**config.mk**
```make
export PLATFORM = sky130hd
export DESIGN_NAME = mem_arbiter
export DESIGN_NICKNAME = d
export VERILOG_FILES = /design/src/rtl/mem_arbiter.sv
export SDC_FILE = /design/constraint.sdc
export NUM_CORES = 1
export LEC_CHECK = 0
export ABC_AREA = 1
export CAP_MARGIN = 20
export CORE_AREA = 2 2 105 107
export CTS_BUF_LIST = sky130_fd_sc_hd__clkbuf_16
export CTS_CLUSTER_DIAMETER = 200
export CTS_CLUSTER_SIZE = 20
export DETAILED_ROUTE_END_ITERATION = 8
export DIE_AREA = 0 0 107 109
export PLACE_DENSITY_LB_ADDON = 0.12
export SYNTH_ARGS = -nofsm -noshare
export SYNTH_HDL_FRONTEND = slang
export SYNTH_SLANG_ARGS = --single-unit
```
**constraint.sdc**
```tcl
create_clock -name clk -period 3.53 [get_ports clk]
set_input_delay 0.353 -clock clk [delete_from_list [all_inputs] [get_ports clk]]
set_output_delay 0.353 -clock clk [all_outputs]
set_load 0.01 [all_outputs]
```
**src/rtl/mem_arbiter.sv**
```systemverilog
// Two-requester (fetch / load-store) arbiter for a single-port memory with fixed read latency.
// Grants are combinational in IDLE, round-robin on ties; responses are registered one cycle after the data beat.
module mem_arbiter #(
  parameter  int ADDR_WIDTH  = 32,
  parameter  int DATA_WIDTH  = 32,
  parameter  int MEM_LATENCY = 1,
  localparam int BE_WIDTH    = DATA_WIDTH / 8
) (
  input  logic                  clk,
  input  logic                  rst_n,
  input  logic                  if_req,
  input  logic [ADDR_WIDTH-1:0] if_addr,
  output logic                  if_gnt,
  output logic                  if_rvalid,
  output logic [DATA_WIDTH-1:0] if_rdata,
  input  logic                  ls_req,
  input  logic                  ls_we,
  input  logic [BE_WIDTH-1:0]   ls_be,
  input  logic [ADDR_WIDTH-1:0] ls_addr,
  input  logic [DATA_WIDTH-1:0] ls_wdata,
  output logic                  ls_gnt,
  output logic                  ls_rvalid,
  output logic [DATA_WIDTH-1:0] ls_rdata,
  output logic                  mem_en,
  output logic                  mem_we,
  output logic [BE_WIDTH-1:0]   mem_be,
  output logic [ADDR_WIDTH-1:0] mem_addr,
  output logic [DATA_WIDTH-1:0] mem_wdata,
  input  logic [DATA_WIDTH-1:0] mem_rdata
);

  localparam logic [0:0] ST_IDLE = 1'b0;
  localparam logic [0:0] ST_WAIT = 1'b1;
  localparam logic [3:0] LAT     = 4'(MEM_LATENCY);

  logic [0:0]            state_q, state_d;
  logic [3:0]            cnt_q, cnt_d;
  logic                  owner_ls_q, owner_ls_d;
  logic                  owner_we_q, owner_we_d;
  logic                  last_ls_q, last_ls_d;
  logic                  if_rvalid_q, if_rvalid_d;
  logic                  ls_rvalid_q, ls_rvalid_d;
  logic [DATA_WIDTH-1:0] if_rdata_q, if_rdata_d;
  logic [DATA_WIDTH-1:0] ls_rdata_q, ls_rdata_d;
  logic                  gnt_if, gnt_ls;

  // Grants are gated by rst_n so the combinational outputs drop the moment reset asserts.
  always_comb begin
    gnt_if = 1'b0;
    gnt_ls = 1'b0;
    if (rst_n && (state_q == ST_IDLE)) begin
      gnt_if = if_req && (!ls_req || last_ls_q);
      gnt_ls = ls_req && !gnt_if;
    end
  end

  always_comb begin
    mem_en    = 1'b0;
    mem_we    = 1'b0;
    mem_be    = '0;
    mem_addr  = '0;
    mem_wdata = '0;
    if (gnt_if) begin
      mem_en   = 1'b1;
      mem_be   = '1;
      mem_addr = if_addr;
    end else if (gnt_ls) begin
      mem_en    = 1'b1;
      mem_we    = ls_we;
      mem_be    = ls_be;
      mem_addr  = ls_addr;
      mem_wdata = ls_wdata;
    end
  end

  always_comb begin
    state_d     = state_q;
    cnt_d       = cnt_q;
    owner_ls_d  = owner_ls_q;
    owner_we_d  = owner_we_q;
    last_ls_d   = last_ls_q;
    if_rvalid_d = 1'b0;
    ls_rvalid_d = 1'b0;
    if_rdata_d  = if_rdata_q;
    ls_rdata_d  = ls_rdata_q;
    case (state_q)
      ST_IDLE: begin
        if (gnt_if || gnt_ls) begin
          state_d    = ST_WAIT;
          cnt_d      = LAT;
          owner_ls_d = gnt_ls;
          owner_we_d = gnt_ls && ls_we;
          last_ls_d  = gnt_ls;
        end
      end
      ST_WAIT: begin
        cnt_d = cnt_q - 4'd1;
        // Count of 1 marks the cycle the memory presents its data.
        if (cnt_q == 4'd1) begin
          state_d = ST_IDLE;
          cnt_d   = 4'd0;
          if (owner_ls_q) begin
            ls_rvalid_d = 1'b1;
            if (!owner_we_q) ls_rdata_d = mem_rdata;
          end else begin
            if_rvalid_d = 1'b1;
            if_rdata_d  = mem_rdata;
          end
        end
      end
      default: state_d = ST_IDLE;
    endcase
  end

  always_ff @(posedge clk or negedge rst_n) begin
    if (!rst_n) begin
      state_q     <= ST_IDLE;
      cnt_q       <= 4'd0;
      owner_ls_q  <= 1'b0;
      owner_we_q  <= 1'b0;
      last_ls_q   <= 1'b1;
      if_rvalid_q <= 1'b0;
      ls_rvalid_q <= 1'b0;
      if_rdata_q  <= '0;
      ls_rdata_q  <= '0;
    end else begin
      state_q     <= state_d;
      cnt_q       <= cnt_d;
      owner_ls_q  <= owner_ls_d;
      owner_we_q  <= owner_we_d;
      last_ls_q   <= last_ls_d;
      if_rvalid_q <= if_rvalid_d;
      ls_rvalid_q <= ls_rvalid_d;
      if_rdata_q  <= if_rdata_d;
      ls_rdata_q  <= ls_rdata_d;
    end
  end

  assign if_gnt    = gnt_if;
  assign ls_gnt    = gnt_ls;
  assign if_rvalid = if_rvalid_q;
  assign ls_rvalid = ls_rvalid_q;
  assign if_rdata  = if_rdata_q;
  assign ls_rdata  = ls_rdata_q;

endmodule

```
* After elaboration in Yosys (flattened, before gate mapping) *
Index checks and enable logic that the tools add are counted.

storage, ports and cells
  flip-flop bits (word level) = 74
  bits of input ports = 137
  output and inout bits = 138
  word-level logic and storage cells = 50

operators by class
  $add $sub $neg = 1
  eq/ne operators = 2
  multiplexer cells = 24
  bitwise gates (word level) = 3
  reduce and logical (&&, ||, !) cells = 11

operator list
  operator                                                number
  two-way mux 32 bit                                      4
  two-way mux 4 bit                                       4
  two-way mux 1 bit                                       14
  one-hot mux 4 bit (2 select lines)                      1
  == test 4 x 1 -> 1 bit (second input constant)          1
  logical AND 1 bit                                       4
  AND reduction 4 bit                                     1
  subtractor 4 x 1 -> 4 bit (second input constant)       1
  NOT 1 bit                                               3
  AND reduction 3 bit                                     1
  logical NOT 1 bit                                       2
  logical OR 1 bit                                        2
  inequality test 2 x 1 -> 1 bit (second input constant)  1
  one-hot mux 1 bit (2 select lines)                      1
  AND reduction 2 bit                                     1

* Logic depth before layout (Yosys ltp) *
  depth after elaboration = 9
  mapped depth = 9
  gate-level depth less buffers = 8

* Worst setup path after synthesis *
Ideal clock, no wire load.

  kind = reg2out
  start point = register last_ls_q
  end point = output port mem_addr[10]
  arrival = 1222 ps
  required time = 3177 ps
  setup slack = 1955 ps
  cell stages (with the launch flop) = 8
  path buffers = 1
  cells stage by stage = dfstp_2 inv_1 nand2_1 nand3_1 inv_2 buf_2 nand2_1 nand2_1

on the way
  word-level cells in the longest chain between the ends = 7
  elaborated cells on any way between the ends = 8
  those cells by class = mux (4); reduce/logical (4)

ends and longest elaborated chain
  element                   line  source
  start: declaration        40    logic last_ls_q, last_ls_d;
  start signal: assignment  131   last_ls_q <= last_ls_d;
  logical OR 1 bit (*)      52    gnt_if = if_req && (!ls_req || last_ls_q);
  logical AND 1 bit (*)     52
  logical NOT 1 bit         53    gnt_ls = ls_req && !gnt_if;
  logical AND 1 bit         53
  two-way mux 1 bit         51    if (rst_n && (state_q == ST_IDLE)) begin
  two-way mux 32 bit        67    end else if (gnt_ls) begin
  two-way mux 32 bit (*)    63    if (gnt_if) begin
  end: declaration          27    output logic [ADDR_WIDTH-1:0] mem_addr,

Every way passes the cells marked *; elsewhere a longest branch is shown, timed or not.

* Worst setup path after layout *
  start point = register state_q
  end point = output port mem_addr[5]

on the way
  word-level cells in the longest chain between the ends = 5
  elaborated cells on any way between the ends = 6
  those cells by class = mux (4); bitwise (1); reduce/logical (1)

ends and longest elaborated chain
  element                   line  source
  start: declaration        36    logic [0:0] state_q, state_d;
  start signal: assignment  127   state_q <= state_d;
  NOT 1 bit (no line) (*)   n/a
  logical AND 1 bit (*)     51
  two-way mux 1 bit         51
  two-way mux 32 bit        67
  two-way mux 32 bit (*)    63

Marks and branches as above.

==> results.tsv <==
metric	value	unit
outcome	finished, final reports clean	
clock_sinks	74	
postPlaceCellArea	6430	um^2
postRouteAntennaNets	0	
cts_tree	done	
start_kind	register	
cpMostUsedCell	nand2_1	
post-route-period-util	0.811	
die-area	11700	um^2
end_kind	primary output	
synth_area	3620	um^2
dpl.hpwl	10.0	mm
antenna_cells	0	
post_cts_buffers	0	
power.density	685	nW/um^2
post_drt_wl_per_cell	14.4	um
crit_type	register to primary output	
vias	3958	
setup_tns	0	ns
cts_root_buffer	clkbuf_16	
ioPinCount	275	
n_fill_cell	940	
routed_via_density	4.37	
rows	38	
setup_viol	0	
start_util	0.341	
tightest_slew	0.924	ns
grt_pass1_wl	19.6	mm
min_period	2.86	ns
drv_cap	0	
gp_congestion	0.754	
clock_latency	0.32	ns
die_w	107	um
required	3.18	ns
htreeDepth	3	
critical-path-max-stage-delay	0.53	ns
startpoint	state_q	
hold_buffers	0	
dr_wl_met2	6.51	mm
grt_setup_unrepaired	false	
grt-ovfl-total	0	
area_growth	85.0	%
fmax	349	MHz
drtIter0Drc	219	
yosys_register_bits	74	
crit_chain	nor2_1 > nand3_1 > inv_2 > nand2_1 > nand2_1 > clkdlybuf4s50_1	
rr_worst_depth	7	
antenna_found_initial	0	
grtUsageTotal	0.213	
worstReg2RegEnd	ls_rdata[10]	
max_slew_margin	0.384	
final_nets	900	
numCtsBuffers	9	
port_buffers	274	
hp-class	input port to asynchronous set/reset pin	
crit_path_end	mem_addr[5]	
leakage	3.20	nW
syn_area_per_cell	7.31	um^2
reg2reg_slack	1.31	ns
finalHoldViolCount	0	
wl_met3	1.08	mm
synth_seq_area_share	0.512	
top_layer	met4	
yosys_warnings	0	
met1Wirelength	5.35	mm
clkTransAtPathRegs	0.06	ns
drc	0	
yosysUniqueCellTypes	23	
worst_ep_arrival_time	2.51	ns
cts_resized	0	
grt_pass1_vias	3812	
skew	0.00919	ns
design_area	6700	um^2
synthCells	495	
synth_nets	634	
drive_gt1_frac	0.0366	
routed_wl	13.1	mm
cp_max_fo	35	
grt_max_degree	76	
cp_slowest_cell	clkdlybuf4s50_1	
ir_drop	0.449	mV
die_h	109	um
drtPass1Iterations	4	
clockBufferDepth	2	
core_area	10600	um^2
timing.rr.start	cnt_q[1]	
maxSlewViolCount	0	
[cells in the mapped netlist, drive strengths merged]
| master | n | area [um^2] |
|---|---|---|
| dfstp | 1 | 26.3 |
| inv | 60 | 225 |
| buf | 17 | 120 |
| xor2 | 1 | 8.76 |
| a21oi | 17 | 85.1 |
| nand4 | 1 | 6.26 |
| nand2 | 214 | 803 |
| o21ai | 36 | 180 |
| clkinv | 2 | 7.51 |
| or2 | 1 | 6.26 |
| o211ai | 1 | 7.51 |
| nor2 | 53 | 204 |
| ha | 2 | 25.0 |
| dfrtp | 73 | 1830 |
| nand3 | 9 | 60.1 |
| nor3 | 1 | 5.00 |
| clkbuf | 6 | 22.5 |
[worst max-delay path, delay by kind of cell (launching register included)]
kind / cells / cell delay [ns]
buffers and inverters: 2 / 1.03
DFF: 1 / 0.42
and+or+nand+nor: 4 / 0.73
[cells in the final DEF, fill, tap and decap left out, types with 2 or more instances in the layout]
| master | n |
|---|---|
| o21ai_1 | 5 |
| o21ai_0 | 31 |
| nand3_1 | 6 |
| nor2_1 | 51 |
| clkinvlp_4 | 2 |
| ha_1 | 2 |
| nand3_2 | 3 |
| dfrtp_1 | 73 |
| buf_4 | 5 |
| inv_1 | 57 |
| nand2_1 | 214 |
| clkinv_1 | 5 |
| a21oi_1 | 17 |
| inv_2 | 3 |
| clkdlybuf4s50_1 | 273 |
| clkbuf_16 | 9 |
[report_power, final]
| part | switching [W] | leakage, nW | internal (W) |
|---|---|---|---|
| logic | 0.00107 | 2.20 | 0.00119 |
| registers | 0.000236 | 0.875 | 0.00127 |
| clock network | 0.000342 | 0.125 | 0.000471 |
| total | 0.00165 | 3.20 | 0.00294 |
[sequential cells by signal, indices dropped and copies added, names as in the netlist]
name / cells
ls_rvalid: 1
cnt_q: 4
if_rdata: 32
ls_rdata: 32
owner_ls_q: 1
if_rvalid: 1
state_q: 1
last_ls_q: 1
owner_we_q: 1
[area by class of cell]
cell class | instances | area (um^2) | share of cell area
Inverter | 62 | 233 | 0.0348
Timing Repair Buffer | 278 | 2770 | 0.414
Clock inverter | 7 | 43.8 | 0.00654
Clock buffer | 9 | 225 | 0.0336
Tap cell | 140 | 175 | 0.0262
Sequential cell | 74 | 1850 | 0.277
Multi-Input combinational cell | 336 | 1400 | 0.209
[through the flow]
| step | cells | util | hold slack (ns) | worst slack, ns | total power, W |
|---|---|---|---|---|---|
| floorplan | 495 | - | 0.0574 | 1.95 | 0.00246 |
| global placement | 890 | 0.606 | 0.464 | 0.755 | 0.00375 |
| detailed placement | 890 | 0.606 | 0.469 | 0.759 | 0.00380 |
| finish | 906 | 0.632 | 0.279 | 0.668 | 0.00459 |
| global route | 906 | 0.632 | 0.360 | 0.506 | 0.00493 |
| CTS | 906 | 0.632 | 0.313 | 0.669 | 0.00465 |
[how the worst min path moves through the flow]
stage	endpoint	slack (ns)	cells after the start
after floorplan	cnt_q[0]	0.06	0
after global placement	if_rdata[29]	0.46	2
after detailed placement	if_rdata[25]	0.47	2
after CTS	ls_rdata[21]	0.31	2
after global routing	ls_rdata[25]	0.36	2
final	if_rdata[30]	0.28	2
[metal layers]
layer,vias to the layer above,track usage
li1,2013,-
met1,1794,0.262
met2,139,0.368
met3,12,0.0705
met4,0,0.0445
met5,-,0
[logic make-up after synthesis]
family / after synthesis / synth area share
and+or+nand+nor: 279 / 0.300
buffers and inverters: 85 / 0.104
DFF: 74 / 0.512
AOI/OAI and AO/OA: 54 / 0.0754
adders and majority gates: 2 / 0.00691
xor gates and xnor gates: 1 / 0.00242
No activity file was read; power rests on OpenSTA's default activity.
